==> src/rtl/pkt_injector_pkg.sv <==
// Shared definitions for the packet injector: MMIO register map, control and
// status bit positions, FSM state encoding and the byte-to-word helper.
package pkt_injector_pkg;

   localparam logic [31:0] REG_SRC    = 32'h0000_0000;
   localparam logic [31:0] REG_NBYTES = 32'h0000_0004;
   localparam logic [31:0] REG_PERIOD = 32'h0000_0008;
   localparam logic [31:0] REG_CTRL   = 32'h0000_000C;
   localparam logic [31:0] REG_STATUS = 32'h0000_0010;

   localparam int CTRL_EN_BIT      = 0;
   localparam int CTRL_IRQ_CLR_BIT = 1;
   localparam int STAT_BUSY_BIT    = 0;
   localparam int STAT_IRQ_BIT     = 1;
   localparam int STAT_OVR_BIT     = 2;

   // 65535 bytes round up to 16384 words, which needs 15 bits
   localparam int WORDS_W = 15;

   typedef enum logic [1:0] {
      IDLE,
      FETCH,
      SEND,
      DONE
   } inj_state_t;

   function automatic logic [WORDS_W-1:0] bytes_to_words(input logic [15:0] nbytes);
      logic [16:0] rounded;
      rounded = {1'b0, nbytes} + 17'd3;
      return rounded[16:2];
   endfunction

endpackage

==> src/rtl/inj_period_timer.sv <==
// Free-running period timer: pulses fire once every load_value+1 cycles while
// enabled, counting the enabling cycle itself as the first cycle of the period.
module inj_period_timer #(
   parameter int TIMER_W = 32
) (
   input  logic               clock,
   input  logic               reset,
   input  logic               enable,
   input  logic [TIMER_W-1:0] load_value,
   output logic               fire
);

   localparam logic [TIMER_W-1:0] ONE = TIMER_W'(1);

   logic [TIMER_W-1:0] count;
   logic               enable_q;
   logic               rising;

   assign rising = enable && !enable_q;

   // The rising cycle already counts down once, so a zero period fires right away
   assign fire = enable && (rising ? (load_value == '0) : (count == '0));

   always_ff @(posedge clock or negedge reset) begin
      if (!reset) begin
         count    <= '0;
         enable_q <= 1'b0;
      end else begin
         enable_q <= enable;
         if (rising) begin
            count <= (load_value == '0) ? '0 : load_value - ONE;
         end else if (enable) begin
            count <= (count == '0) ? load_value : count - ONE;
         end
      end
   end

endmodule

==> src/rtl/pkt_injector_ctrl.sv <==
// MMIO-programmed packet injector: periodically fetches a packet from memory
// one word at a time and streams it to the transmit port, raising irq when done.
module pkt_injector_ctrl
   import pkt_injector_pkg::*;
#(
   parameter logic [31:0] BASE_ADDR = 32'h0000_3039,
   parameter int          TIMER_W   = 32
) (
   input  logic        clock,
   input  logic        reset,
   input  logic [31:0] mmio_addr_in,
   input  logic [31:0] mmio_data_in,
   input  logic        mmio_wb_in,
   output logic [31:0] mmio_data_out,
   output logic        mem_req_o,
   output logic [31:0] mem_addr_o,
   input  logic        mem_ack_i,
   input  logic [31:0] mem_rdata_i,
   output logic        tx_valid_o,
   output logic [31:0] tx_data_o,
   output logic        tx_last_o,
   input  logic        tx_ready_i,
   output logic        irq
);

   localparam logic [WORDS_W-1:0] WORD_ONE = WORDS_W'(1);

   logic [31:0]        src_addr;
   logic [15:0]        nbytes;
   logic [TIMER_W-1:0] period;
   logic               enable;
   logic               overrun;
   logic               fire;
   logic               busy;
   inj_state_t         state;
   logic [WORDS_W-1:0] words_left;

   logic wr_src, wr_nbytes, wr_period, wr_ctrl;

   assign wr_src    = mmio_wb_in && (mmio_addr_in == BASE_ADDR + REG_SRC);
   assign wr_nbytes = mmio_wb_in && (mmio_addr_in == BASE_ADDR + REG_NBYTES);
   assign wr_period = mmio_wb_in && (mmio_addr_in == BASE_ADDR + REG_PERIOD);
   assign wr_ctrl   = mmio_wb_in && (mmio_addr_in == BASE_ADDR + REG_CTRL);
   assign busy      = (state != IDLE);

   inj_period_timer #(.TIMER_W(TIMER_W)) u_timer (
      .clock      (clock),
      .reset      (reset),
      .enable     (enable),
      .load_value (period),
      .fire       (fire)
   );

   // Register file; irq and overrun set conditions are last so they beat a clear
   always_ff @(posedge clock or negedge reset) begin
      if (!reset) begin
         src_addr <= '0;
         nbytes   <= '0;
         period   <= '0;
         enable   <= 1'b0;
         irq      <= 1'b0;
         overrun  <= 1'b0;
      end else begin
         if (wr_src)    src_addr <= {mmio_data_in[31:2], 2'b00};
         if (wr_nbytes) nbytes   <= mmio_data_in[15:0];
         if (wr_period) period   <= mmio_data_in[TIMER_W-1:0];
         if (wr_ctrl) begin
            enable <= mmio_data_in[CTRL_EN_BIT];
            if (mmio_data_in[CTRL_IRQ_CLR_BIT]) begin
               irq     <= 1'b0;
               overrun <= 1'b0;
            end
         end
         if (state == DONE)         irq     <= 1'b1;
         if (fire && state != IDLE) overrun <= 1'b1;
      end
   end

   // Burst engine; mem_addr_o doubles as the shadow source address
   always_ff @(posedge clock or negedge reset) begin
      if (!reset) begin
         state      <= IDLE;
         words_left <= '0;
         mem_req_o  <= 1'b0;
         mem_addr_o <= '0;
         tx_valid_o <= 1'b0;
         tx_data_o  <= '0;
         tx_last_o  <= 1'b0;
      end else begin
         case (state)
            IDLE: begin
               if (fire && nbytes != 16'd0) begin
                  mem_addr_o <= src_addr;
                  words_left <= bytes_to_words(nbytes);
                  mem_req_o  <= 1'b1;
                  state      <= FETCH;
               end
            end
            FETCH: begin
               if (mem_ack_i) begin
                  tx_data_o  <= mem_rdata_i;
                  tx_last_o  <= (words_left == WORD_ONE);
                  tx_valid_o <= 1'b1;
                  mem_req_o  <= 1'b0;
                  mem_addr_o <= mem_addr_o + 32'd4;
                  state      <= SEND;
               end
            end
            SEND: begin
               if (tx_ready_i) begin
                  tx_valid_o <= 1'b0;
                  tx_last_o  <= 1'b0;
                  words_left <= words_left - WORD_ONE;
                  if (words_left == WORD_ONE) begin
                     state <= DONE;
                  end else begin
                     mem_req_o <= 1'b1;
                     state     <= FETCH;
                  end
               end
            end
            DONE: begin
               state <= IDLE;
            end
         endcase
      end
   end

   always_comb begin
      mmio_data_out = '0;
      if (mmio_addr_in == BASE_ADDR + REG_SRC) begin
         mmio_data_out = src_addr;
      end else if (mmio_addr_in == BASE_ADDR + REG_NBYTES) begin
         mmio_data_out = {16'd0, nbytes};
      end else if (mmio_addr_in == BASE_ADDR + REG_PERIOD) begin
         mmio_data_out = 32'(period);
      end else if (mmio_addr_in == BASE_ADDR + REG_CTRL) begin
         mmio_data_out[CTRL_EN_BIT] = enable;
      end else if (mmio_addr_in == BASE_ADDR + REG_STATUS) begin
         mmio_data_out[STAT_BUSY_BIT] = busy;
         mmio_data_out[STAT_IRQ_BIT]  = irq;
         mmio_data_out[STAT_OVR_BIT]  = overrun;
      end
   end

endmodule

==> config.mk <==
export PLATFORM = sky130hd
export DESIGN_NAME = pkt_injector_ctrl
export DESIGN_NICKNAME = d
export VERILOG_FILES = /design/src/rtl/pkt_injector_pkg.sv /design/src/rtl/inj_period_timer.sv /design/src/rtl/pkt_injector_ctrl.sv
export SDC_FILE = /design/constraint.sdc
export NUM_CORES = 1
export LEC_CHECK = 0
export ABC_CLOCK_PERIOD_IN_PS = 5700
export BUFFER_PORTS_ARGS = -buffer_cell sky130_fd_sc_hd__buf_4
export CAP_MARGIN = 20
export CORE_AREA = 2 2 143 145
export CTS_CLUSTER_DIAMETER = 50
export DETAILED_ROUTE_END_ITERATION = 10
export DIE_AREA = 0 0 145 147
export PLACE_DENSITY_LB_ADDON = 0.1
export SYNTH_ARGS = -nofsm -noshare
export SYNTH_HDL_FRONTEND = slang
export SYNTH_SLANG_ARGS = --single-unit
==> constraint.sdc <==
create_clock -name clock -period 5.7 [get_ports clock]
set_input_delay 1.71 -clock clock [delete_from_list [all_inputs] [get_ports clock]]
set_output_delay 1.71 -clock clock [all_outputs]
set_load 0.005 [all_outputs]
Word-level counts from Yosys, hierarchy flattened --
Cells that the tools add are included.
Cells by class: $add $sub $neg 5, equality and inequality tests 13, muxes and demuxes 37, reduce and logical (&&, ||, !) cells 31
Operators by type and width (number):
- $mux W32 | 8
- $eq A32 B14 Y1 const B | 5
- $logic_not A32 Y1 | 2
- $pmux W32 S2 | 1
- $sub A32 B1 Y32 const B | 2
- $add A32 B3 Y32 const B | 1
- $mux W15 | 2
- $pmux W15 S2 | 1
- $mux W29 | 1
- $reduce_bool A2 Y1 | 9
- $add A16 B2 Y17 const B | 1
- $reduce_bool A16 Y1 | 1
- $eq A15 B1 Y1 const B | 1
- $sub A15 B1 Y15 const B | 1
- $mux W1 | 13
- $reduce_and A3 Y1 | 4
- $mux W2 | 5
- $logic_and A1 B1 Y1 | 8
- $ne A2 B2 Y1 const B | 4
- $pmux W2 S4 | 1
- $mux W3 | 2
- $reduce_and A2 Y1 | 3
- $reduce_and A5 Y1 | 1
- $eq A2 B2 Y1 const B | 2
- 6 further kinds | 7
Storage, ports and cells: flip-flop bits (word level) 198, input bits 101, output and inout bits 100, logic and storage cells 101

Logic depth before layout (Yosys ltp) --
word-level depth 7, gate-level depth with buffers 10

By module --
Synthesis repeated with hierarchy kept, for this count alone.
Second synthesis, totals: cells, all modules 1221, area, all modules 11503.5 sq um
By module, submodules not included:
- pkt_injector_ctrl | instances 1, cells each 821, area an instance 8423.1 sq um, sequential area each 4078.9 sq um
- inj_period_timer | instances 1, cells each 400, area an instance 3080.5 sq um, sequential area each 825.8 sq um

Worst setup path after synthesis --
Ideal clock, no wire load.
path type input-to-output, from input port mmio_addr_in[31], to output port mmio_data_out[23], arrival 3.580 ns, required time 3.990 ns, slack 0.410 ns, stages 7, cells stage by stage or4_1 > nor3_1 > and3_1 > nand2_1 > nor2_1 > clkbuf_1 > a22o_1
On the way: cells in the longest elaborated chain, start to end 4
RTL lines:
- start, declared | RTL line pkt_injector_ctrl.sv:11 | input logic [31:0] mmio_addr_in,
- $eq A32 B14 Y1 | RTL line pkt_injector_ctrl.sv:135 | end else if (mmio_addr_in == BASE_ADDR + REG_PERIOD) begin
- $mux W29 | RTL line pkt_injector_ctrl.sv:135
- $mux W32 | RTL line pkt_injector_ctrl.sv:133 | end else if (mmio_addr_in == BASE_ADDR + REG_NBYTES) begin
- $mux W32 (*) | RTL line pkt_injector_ctrl.sv:131 | if (mmio_addr_in == BASE_ADDR + REG_SRC) begin
- end, declared | RTL line pkt_injector_ctrl.sv:14 | output logic [31:0] mmio_data_out,
Every way passes the cells marked *; elsewhere a longest branch is shown, timed or not.

Worst setup path after layout --
from input port mmio_addr_in[31], to output port mmio_data_out[19]
Same word-level chain as after synthesis.

==> results_dict.tcl <==
set metrics [dict create \
    status "complete, no violations" \
    cts_htree_levels 4 \
    dr_wl_met3_um 2720 \
    hpwlAfterDp_um 23400 \
    cts_tree "built" \
    drc 0 \
    slew_headroom 0.249 \
    grt_pass1_wl_um 53800 \
    drt_iter0_drc 943 \
    cts_resized 0 \
    io-pin-count 201 \
    grt_usage 0.317 \
    syn_area_um2 11200 \
    antenna_found_initial 0 \
    grt-ovfl-total 0 \
    critPathMaxFanout 15 \
    fmax_ghz 0.185 \
    area_delta_synth_final_pct 20.8 \
    fin_nets 1444 \
    ir_worst_vdd_mv 0.234 \
    fillers 1609 \
    hold_violations 0 \
    wl_met1_um 14600 \
    hp-class "flop to flop" \
    layout_commonest_cell "buf_4" \
    wl_um 33400 \
    place_inst 1587 \
    setup_tns_ps 0 \
    critPathCapture "mmio_data_out[19]" \
    die_h_um 147 \
    vias_per_cell 6.24 \
    setup-violations-final 0 \
    syn_avg_cell_area_um2 9.48 \
    cap_violations 0 \
    synth_edf_count 0 \
    dr_wl_met2_um 15400 \
    coreArea_um2 19800 \
    clk_latency_ps 440 \
    synth_ff_type "dfrtp_1" \
    via_count 10100 \
    cp-start-kind "input port" \
    end_kind "primary output" \
    crit-reg2reg-launch "period[8]" \
    slew_viol_final 0 \
    p_per_area_nw_per_um2 305 \
    portBuffers 198 \
    critPathKind "input port to primary output" \
    final.min_clock_period_ps 5400 \
    synth_cell_types 69 \
    drive_above_1_share 0.282 \
    finalCritPeriodShare 0.948 \
    cts_made_buffers 17 \
    ys_seq_area_frac 0.440 \
    layout_common_cells "210 x buf_4, 196 x dfrtp_1, 112 x mux2_2" \
    hold_buffers 0 \
    crit_arrival_ps 3690 \
    r2r_slack_ps 1570 \
    grt_pass1_vias 9731 \
    reg2reg_to "mem_addr_o[12]" \
    antennaDiodeCount 0 \
    syn_inst 1177 \
    tightest_slew_ps 1120 \
    async_flop_share 1.00 \
    cts.reportedPaths.clkPinSlew_ps 70 \
    gp_congestion 0.973 \
    rows 52 \
    die_w_um 145 \
    reg2reg_depth 7 \
    grt_max_degree 109 \
    drt_pre_antenna_iters 7 \
    cts_setup_buffers 0 \
    power.leakage_nw 6.51 \
    crit_start "mmio_addr_in[31]" \
    cts-root-buf "clkbuf_16" \
    cts_buffer_depth 2 \
    top_layer "met4" \
    yosys_warnings 0 \
    rsz0062_at_grt "no" \
    cts.sink_count 196 \
    initial_utilization 0.562 \
    ant_nets 0 \
    stdcell_count 1620 \
    die_area_um2 21300 \
    clock_skew_ps 15.7 \
    required_ps 3990 \
    wl_per_cell_um 20.6 \
    synth-seq-cells 196 \
]
==> cell usage after synthesis, types with 4 or more instances <==
| master | instances | area [um^2] |
|---|---|---|
| nor3_1 | 40 | 200 |
| nand2b_1 | 8 | 50.1 |
| or4_1 | 17 | 128 |
| xor2_1 | 31 | 272 |
| nand2_1 | 100 | 375 |
| o31ai_1 | 12 | 90.1 |
| clkbuf_1 | 62 | 233 |
| dfrtp_1 | 196 | 4900 |
| o21a_1 | 6 | 45.0 |
| mux2i_1 | 5 | 50.1 |
| and4_1 | 4 | 35.0 |
| ha_1 | 6 | 75.1 |
| o32ai_1 | 4 | 35.0 |
| mux2_2 | 112 | 1260 |
| or3_1 | 18 | 113 |
| o22ai_1 | 10 | 62.6 |
| o22a_1 | 5 | 43.8 |
| a22o_1 | 29 | 254 |
| buf_1 | 6 | 22.5 |
| a21o_1 | 14 | 105 |
| or2_2 | 5 | 31.3 |
| a31oi_1 | 17 | 106 |
| a211oi_1 | 13 | 97.6 |
| nand4_1 | 17 | 106 |
| xnor2_1 | 23 | 201 |
| nor2b_1 | 6 | 37.5 |
| o211ai_1 | 13 | 97.6 |
| nor2_1 | 103 | 387 |
| a221o_1 | 5 | 50.1 |
| and3_1 | 12 | 75.1 |
| a21oi_1 | 97 | 485 |
| inv_1 | 18 | 67.6 |
| nor4_1 | 22 | 138 |
| nand3_1 | 32 | 160 |
| o21ai_0 | 52 | 260 |
==> stage by stage <==
stage / util / area [um^2] / worst slack, ps / hold slack, ps / total power [mW]
floorplan: - / 11200 / 410 / 424 / 2.33
global placement: 0.648 / 12900 / 343 / 467 / 2.88
detailed placement: 0.648 / 12900 / 323 / 478 / 2.91
CTS: 0.678 / 13500 / 306 / 499 / 4.13
global route: 0.679 / 13500 / 14.3 / 522 / 4.32
finish: 0.679 / 13500 / 296 / 492 / 4.11
==> worst max-delay path, cell delays in order <==
cell	delay [ps]
buf_4	100
or4_1	520
nor3_1	160
buf_4	180
nand4_1	200
nor3_2	190
buf_4	190
buf_12	150
a22o_1	170
buf_4	110
==> state kept, by name (all words and copies together) (netlist names), 2 cells and up <==
register	count
period	32
tx_data_o	32
u_timer.count	32
mem_addr_o	30
src_addr	30
nbytes	16
words_left	15
state	2
==> report_power, final <==
part           internal (mW)  switching [mW]  total [mW]
clock network          0.628           0.589        1.22
registers               1.65           0.261        1.91
logic                  0.559           0.425       0.984
==> per-layer routing <==
metal,GRT usage,up-vias
li1,-,4662
met1,0.446,4948
met2,0.500,453
met3,0.0696,50
met4,0.0842,0
met5,0,-
==> kinds of logic (layout without fill, tap and decap cells) <==
logic type,Yosys count,in the layout,synth area share
XOR/XNOR,54,54,0.0424
flip-flops,196,196,0.440
multiplexers,117,117,0.118
AND/OR/NAND/NOR,402,402,0.178
adder cells (fa/ha/maj),6,6,0.00673
other,1,2,0.000336
AO/OA/AOI/OAI,308,308,0.181
buffers and inverters,93,265,0.0336
==> how the worst min path moves through the flow <==
stage	start	to	cells past startpoint
3_3_place_gp	tx_valid_o	tx_valid_o	2
6_report	tx_valid_o	tx_valid_o	2
4_1_cts	tx_valid_o	tx_valid_o	2
3_5_place_dp	tx_valid_o	tx_valid_o	2
5_1_grt	tx_data_o[0]	tx_data_o[0]	1
2_1_floorplan	enable	u_timer.enable_q	0
==> cell type report <==
class,count,area (um^2),share of cell area
tap,270,338,0.0251
inverter,18,67.6,0.00501
clock buffer,18,429,0.0318
clock inverter,14,163,0.0121
timing repair buffer,215,1670,0.124
sequential,196,4900,0.364
multi-input combinational,889,5900,0.438
No activity file was read; power rests on OpenSTA's default activity.
